[config.mk]
export PLATFORM = sky130hd
export DESIGN_NAME = kf_adapt_noise_est
export DESIGN_NICKNAME = d
export VERILOG_FILES = /design/src/rtl/kf_pkg.sv /design/src/rtl/kf_fxp_mul_sat.sv /design/src/rtl/kf_adapt_noise_est.sv
export SDC_FILE = /design/constraint.sdc
export NUM_CORES = 2
export LEC_CHECK = 0
export BUFFER_PORTS_ARGS = -buffer_cell sky130_fd_sc_hd__buf_2
export CORE_ASPECT_RATIO = 0.5
export CORE_MARGIN = 2
export CORE_UTILIZATION = 62
export CTS_CLUSTER_DIAMETER = 100
export DETAILED_ROUTE_END_ITERATION = 16
export GPL_TIMING_DRIVEN = 0
export PLACE_DENSITY = 0.9
export SLEW_MARGIN = 40
export SYNTH_ARGS = -nofsm -noshare
export SYNTH_HDL_FRONTEND = slang
export SYNTH_SLANG_ARGS = --single-unit
[constraint.sdc]
create_clock -name clk -period 20.2 [get_ports clk]
set_input_delay 3.03 -clock clk [delete_from_list [all_inputs] [get_ports clk]]
set_output_delay 3.03 -clock clk [all_outputs]
set_load 0.03 [all_outputs]
[src/rtl/kf_pkg.sv]
// kf_pkg: shared constants and helpers for the adaptive noise estimator.
//   N_DEF / FRAC_DEF : default fixed-point format Q(20,10)
//   ONE              : 1.0 in the default format
//   ST_*             : estimator FSM state encodings
//   S0..S4           : per-channel micro-step codes
//   sat_n / sat_hit  : clamp a wide signed value to an n-bit signed range
package kf_pkg;

  localparam int N_DEF    = 20;
  localparam int FRAC_DEF = 10;
  localparam int ONE      = 1 << FRAC_DEF;

  localparam logic [1:0] ST_IDLE = 2'd0;
  localparam logic [1:0] ST_RUN  = 2'd1;
  localparam logic [1:0] ST_FIN  = 2'd2;

  localparam logic [2:0] S0 = 3'd0;  // d2  = z*z
  localparam logic [2:0] S1 = 3'd1;  // sd  += omb*(d2 - sd)
  localparam logic [2:0] S2 = 3'd2;  // zh2 = zh*zh
  localparam logic [2:0] S3 = 3'd3;  // szh += omb*(zh2 - szh)
  localparam logic [2:0] S4 = 3'd4;  // acc += dx*dx

  function automatic logic signed [63:0] sat_n(input logic signed [63:0] x, input int n);
    logic signed [63:0] mx;
    logic signed [63:0] mn;
    mx = (64'sd1 <<< (n - 1)) - 64'sd1;
    mn = -(64'sd1 <<< (n - 1));
    if (x > mx)      return mx;
    else if (x < mn) return mn;
    else             return x;
  endfunction

  function automatic logic sat_hit(input logic signed [63:0] x, input int n);
    return sat_n(x, n) != x;
  endfunction

endpackage

[src/rtl/kf_fxp_mul_sat.sv]
// kf_fxp_mul_sat: combinational Q(N,FRAC) multiply.
//   a, b : signed operands
//   y    : floor((a*b) / 2^FRAC) clamped to N bits
//   sat  : high when the clamp was applied
module kf_fxp_mul_sat #(
  parameter int N    = 20,
  parameter int FRAC = 10
) (
  input  logic signed [N-1:0] a,
  input  logic signed [N-1:0] b,
  output logic signed [N-1:0] y,
  output logic                sat
);

  logic signed [2*N-1:0] prod;
  logic signed [2*N-1:0] shd;
  logic        [N:0]     hi;

  assign prod = (2*N)'(a) * (2*N)'(b);
  assign shd  = prod >>> FRAC;
  // The result fits in N bits only if the top N+1 bits are all sign copies.
  assign hi   = shd[2*N-1:N-1];
  assign sat  = !((&hi) || !(|hi));
  assign y    = !sat ? shd[N-1:0]
              : (shd[2*N-1] ? {1'b1, {(N-1){1'b0}}} : {1'b0, {(N-1){1'b1}}});

endmodule

[src/rtl/kf_adapt_noise_est.sv]
// kf_adapt_noise_est: per-frame adaptive R/Q estimator, CH channels sharing one multiplier.
//   clk, rst_n        : clock, synchronous active-low reset
//   start, init_load  : frame request / load sigma_init into all variance registers (IDLE only)
//   sigma_init, beta  : start-up variance, forgetting factor Q(N,FRAC)
//   z_meas, z_hat, dx : packed per-channel inputs, channel i at [i*N +: N]
//   busy, done        : frame in progress / one-cycle result strobe
//   r_est, q_est      : per-channel |sigma2_d - sigma2_zh|, mean(dx^2); held between frames
//   sat               : sticky saturation flag for the current frame
//
// state   | meaning
// IDLE    | waiting for start / init_load
// RUN     | 5 micro-steps per channel, channels ascending
// FIN     | results committed, done high; returns to IDLE
module kf_adapt_noise_est
  import kf_pkg::*;
#(
  parameter int N    = N_DEF,
  parameter int FRAC = FRAC_DEF,
  parameter int CH   = 2
) (
  input  logic            clk,
  input  logic            rst_n,
  input  logic            start,
  input  logic            init_load,
  input  logic [N-1:0]    sigma_init,
  input  logic [N-1:0]    beta,
  input  logic [CH*N-1:0] z_meas,
  input  logic [CH*N-1:0] z_hat,
  input  logic [CH*N-1:0] dx,
  output logic            busy,
  output logic            done,
  output logic [CH*N-1:0] r_est,
  output logic [N-1:0]    q_est,
  output logic            sat
);

  localparam int CW = (CH > 1) ? $clog2(CH) : 1;
  localparam int SH = $clog2(CH);
  localparam logic signed [N-1:0] ONE_N = N'(64'sd1 <<< FRAC);
  localparam logic signed [N-1:0] MAX_N = {1'b0, {(N-1){1'b1}}};
  localparam logic signed [N-1:0] MIN_N = {1'b1, {(N-1){1'b0}}};

  logic [1:0]          state;
  logic [2:0]          step;
  logic [CW-1:0]       ch;
  logic [CH*N-1:0]     zq, zhq, dxq;
  logic signed [N-1:0] omb, tmp;
  logic signed [N-1:0] sd  [CH];
  logic signed [N-1:0] szh [CH];
  logic signed [N+2:0] acc;

  logic signed [N-1:0] z_c, zh_c, dx_c, sd_c, szh_c;
  logic signed [N-1:0] base, diff, ma, mb, prod, upd, omb_nx, q_nx, rd;
  logic signed [63:0]  t_diff, t_upd, t_omb, t_q, t_r;
  logic signed [N+2:0] acc_nx;
  logic [CH*N-1:0]     r_nx;
  logic                mul_sat, diff_sat, upd_sat, omb_sat, step_sat, fin_sat, last;

  // Current-channel operand select.
  always_comb begin
    z_c   = '0;
    zh_c  = '0;
    dx_c  = '0;
    sd_c  = '0;
    szh_c = '0;
    for (int i = 0; i < CH; i++) begin
      if (ch == CW'(i)) begin
        z_c   = zq[i*N +: N];
        zh_c  = zhq[i*N +: N];
        dx_c  = dxq[i*N +: N];
        sd_c  = sd[i];
        szh_c = szh[i];
      end
    end
  end

  // Multiplier input mux; the innovation (square - variance) is formed here.
  always_comb begin
    base     = (step == S1) ? sd_c : szh_c;
    t_diff   = 64'(tmp) - 64'(base);
    diff     = N'(sat_n(t_diff, N));
    diff_sat = sat_hit(t_diff, N);
    case (step)
      S0:      begin ma = z_c;  mb = z_c;  end
      S1, S3:  begin ma = omb;  mb = diff; end
      S2:      begin ma = zh_c; mb = zh_c; end
      default: begin ma = dx_c; mb = dx_c; end
    endcase
  end

  kf_fxp_mul_sat #(.N(N), .FRAC(FRAC)) u_mul (
    .a   (ma),
    .b   (mb),
    .y   (prod),
    .sat (mul_sat)
  );

  always_comb begin
    t_upd   = 64'(base) + 64'(prod);
    upd     = N'(sat_n(t_upd, N));
    upd_sat = sat_hit(t_upd, N);
    case (step)
      S1, S3:  step_sat = diff_sat | mul_sat | upd_sat;
      default: step_sat = mul_sat;
    endcase
    t_omb   = 64'(ONE_N) - 64'($signed(beta));
    omb_nx  = N'(sat_n(t_omb, N));
    omb_sat = sat_hit(t_omb, N);
    last    = (step == S4) && (ch == CW'(CH - 1));
    // acc has 3 guard bits, enough for 8 non-negative squares without wrap.
    acc_nx  = acc + (N+3)'(prod);
    t_q     = 64'(acc_nx) >>> SH;
    q_nx    = N'(sat_n(t_q, N));
    fin_sat = sat_hit(t_q, N);
    r_nx    = '0;
    t_r     = '0;
    rd      = '0;
    for (int i = 0; i < CH; i++) begin
      t_r     = 64'(sd[i]) - 64'(szh[i]);
      rd      = N'(sat_n(t_r, N));
      fin_sat = fin_sat | sat_hit(t_r, N);
      if (rd == MIN_N) begin
        r_nx[i*N +: N] = MAX_N;
        fin_sat        = 1'b1;
      end else begin
        r_nx[i*N +: N] = rd[N-1] ? -rd : rd;
      end
    end
  end

  always_ff @(posedge clk) begin
    if (!rst_n) begin
      state <= ST_IDLE;
      step  <= S0;
      ch    <= '0;
      zq    <= '0;
      zhq   <= '0;
      dxq   <= '0;
      omb   <= '0;
      tmp   <= '0;
      acc   <= '0;
      busy  <= 1'b0;
      done  <= 1'b0;
      sat   <= 1'b0;
      r_est <= '0;
      q_est <= '0;
      for (int i = 0; i < CH; i++) begin
        sd[i]  <= '0;
        szh[i] <= '0;
      end
    end else begin
      done <= 1'b0;
      case (state)
        ST_IDLE: begin
          if (init_load) begin
            for (int i = 0; i < CH; i++) begin
              sd[i]  <= sigma_init;
              szh[i] <= sigma_init;
            end
          end else if (start) begin
            zq    <= z_meas;
            zhq   <= z_hat;
            dxq   <= dx;
            omb   <= omb_nx;
            sat   <= omb_sat;
            acc   <= '0;
            step  <= S0;
            ch    <= '0;
            busy  <= 1'b1;
            state <= ST_RUN;
          end
        end
        ST_RUN: begin
          sat <= sat | step_sat;
          case (step)
            S0, S2: tmp <= prod;
            S1: for (int i = 0; i < CH; i++) if (ch == CW'(i)) sd[i] <= upd;
            S3: for (int i = 0; i < CH; i++) if (ch == CW'(i)) szh[i] <= upd;
            S4: acc <= acc_nx;
            default: ;
          endcase
          if (step == S4) begin
            step <= S0;
            if (last) begin
              r_est <= r_nx;
              q_est <= q_nx;
              done  <= 1'b1;
              sat   <= sat | step_sat | fin_sat;
              state <= ST_FIN;
            end else begin
              ch <= ch + CW'(1);
            end
          end else begin
            step <= step + 3'd1;
          end
        end
        ST_FIN: begin
          busy  <= 1'b0;
          state <= ST_IDLE;
        end
        default: state <= ST_IDLE;
      endcase
    end
  end

endmodule

==> impl_metrics.ini <==
[die]
die_width_um = 347
die_y_um = 175
die-area_um2 = 60800
core_um2 = 57700
pin_count = 227
rows = 62
start_util_pct = 63.1

[finish]
fillers = 4547
area_growth_pct = 9.83
final_core_util_pct = 69.3
drive_above_1_share_pct = 9.45
layout.cells.non_filler = 5413
multiInputGateArea_um2 = 26200
seqCellArea_um2 = 7450
final_area_um2 = 40000
fin_nets = 5416

[worst_setup_path]
crit_family = compound AO/OA/AOI/OAI gates
cp_slowest_stage_delay_ns = 0.67
end_kind = flop
cp_common_cell = fa_1
cp_max_fo = 10
ff2ff_setup_slack_ns = 0.69
setup.worst_path.class = flop to flop
path_buf_inv = 11
crit_arrival_ns = 19.74
slowest_stage = mux4_2
required_ns = 20.43
critPathLaunchType = flop

[synth]
synth-edff-count = 80
ys_seq_area_share_pct = 20.5
synth_top_family_by_area = adder cells
ys_types = 94
syn_area_um2 = 36400
muxShareOfSynthArea_pct = 3.05
synthXorXnorAreaFrac_pct = 3.65
async_flop_share_pct = 0
ys_warn_count = 0
synth_compound_area_share_pct = 17.1
synth_nets = 5148
synth-adder-area-share_pct = 30.7
ys_ff_latch = 332
syn_area_per_cell_um2 = 8.38
synth_simple_gate_area_share_pct = 16.6
netlist_instances = 4344
synthFlopType = dfxtp_1

[cts]
clock_path_buffers = 3
cts.sinks = 332
ctsHoldBuffers = 0
cts_root_buffer = clkbuf_16
clk_latency_ns = 0.55
clkTransAtPathRegs_ns = 0.07
cts_tree = done
cts-htree-levels = 2
cts_buffers = 34

[global_routing]
antenna_found_initial = 11
grtUsageTotal_pct = 41.3
overflow = 0
grt_start_max_net_pins = 16
grt_pass1_wl_um = 192000
grt_pass1_vias = 33800

[routing]
finalWirelength_um = 127000
drtAntennaViolNets = 0
drc = 0
dr.pass1.iters = 8
drt-initial-drc-count = 4539
vias_per_cell = 6.35
wire_per_inst_um = 23.5
dr_total_vias = 34400

[placement]
post_dp_cell_area_um2 = 38700
dpl.hpwl_um = 103000
placed_cells = 5343
io_buffers = 226
place_congestion = 1.11

[timing]
drv_slew = 0
maxSlewHeadroom_pct = 32.7
period_minus_slack_ns = 19.51
setup_viol = 0
tightest_slew_ns = 1.00
fmax_ghz = 0.0513
finalHoldViolCount = 0
hold_slack_ns = 0.464
fin_crit_sh_pct = 96.6
fin_skew_ns = 0.0195

[status]
status = completed

[worst_hold_path]
hold_path_class = flop to flop

[job]
maxCapViolations = 0
final cells by class:
type                            count  share of cell area [%]
Multi-Input combinational cell   3206                    65.4
Buffer                            196                    1.99
Clock inverter                     15                   0.279
Clock buffer                       44                    2.40
Sequential cell                   332                    18.6
Inverter                          602                    5.65
Antenna cell                       10                  0.0626
Tap cell                          768                    2.40
Timing Repair Buffer              240                    3.16
flip-flops by register name, summed over array words and instances (netlist names):
register and cells:
szh 40, tmp 20, done 1, ch 1, omb 20, busy 1, state 2, sat 1
dxq 40, sd 40, zhq 40, r_est 40, step 3, acc 23, zq 40, q_est 20
routing by layer:
metal / GRT usage (%) / share of wire (%) / vias up / wire [um]
met1: 53.4 / 37 / 16600 / 47000
met4: 21.9 / 6.3 / 2 / 7990
li1: - / - / 14900 / -
met3: 10.3 / 13 / 500 / 16300
met2: 64.5 / 44 / 2405 / 55700
met5: 0 / 0.0095 / - / 12
placed cells by master, fill, tap and decap left out, drive strengths merged, types with 98 or more instances in the layout:
cell type	count
nand2	657
inv	602
fa	424
nor2	315
a21oi	269
buf	261
dfxtp	252
clkbuf	219
ha	216
o21ai	213
a21boi	132
xnor2	98
stage by stage:
stage	setup TNS (ns)	setup slack, ns
global route	-0.0212	-0.0212
detailed placement	-140.42	-1.77
CTS	0	0.0209
finish	0	0.694
global placement	-145.94	-1.75
floorplan	0	2.62
cell families (layout without fill, tap and decap cells):
kind of cell / count (synthesis) / in the layout
flip-flops: 332 / 332
adder cells (fa/ha/maj): 640 / 640
AO/OA/AOI/OAI: 961 / 961
other: 0 / 10
buffers and inverters: 806 / 1097
AND/OR/NAND/NOR: 1369 / 1369
XOR/XNOR: 151 / 151
multiplexers: 85 / 85
worst paths after layout:
| path | cells after the start | to | from |
|---|---|---|---|
| min | 2 | dxq[0] | dxq[0] |
| max reg2reg | 64 | sd[0][15] | ch |
| max | 64 | sd[0][15] | ch |
| min reg2reg | 2 | dxq[0] | dxq[0] |
worst reg2reg max path, delay by kind of cell, from the launching register on:
family / cells / cell delay [ns]
AO/OA/AOI/OAI: 29 / 7.48
adder cells (fa/ha/maj): 12 / 5.31
buffers and inverters: 11 / 2.89
AND/OR/NAND/NOR: 11 / 2.35
multiplexers: 1 / 0.67
flip-flops: 1 / 0.52
synth_stat cells, types with 8 or more instances:
cell type  instances  area share, %
a211oi_1          25           0.52
o311ai_1          14           0.34
buf_1             15           0.15
o221ai_1          14           0.34
or3_1             17           0.29
a21oi_1          268            3.7
inv_1            600            6.2
xor2_1            53            1.3
and2_1            48           0.82
a21boi_0         132            2.7
ha_1             216            7.4
edfxtp_1          80            6.6
nor3_1            59           0.81
clkbuf_1         182            1.9
o211ai_1          16           0.33
a22oi_1           14           0.29
nand3_1           59           0.81
nand2b_1          50           0.86
a31oi_1           41           0.70
o21ai_0          203            2.8
o31ai_1           11           0.23
o21a_1            25           0.52
o21bai_1          11           0.23
nor2b_1           42           0.72
o22ai_1           11           0.19
dfxtp_1          252             14
o21ai_1            9           0.12
nand4_1           22           0.38
xnor2_1           97            2.3
nand2_1          657            6.8
or2_2             25           0.43
a211o_1           14           0.34
a21o_1            80            1.6
nor2_1           313            3.2
fa_1             424             23
nor4_1            13           0.22
mux2i_1           59            1.6
mux4_2            20            1.2
and3_1            30           0.52
o31a_1             8           0.19
timing repair:
item,in CTS,in global routing
pin swaps,1,2
setup buffers,1,8
gates resized for setup,16,51
endpoints found under the setup margin,103,103
Power is not shown: default switching activity piles up to over one toggle a cycle in this logic, so the estimate is an artifact.
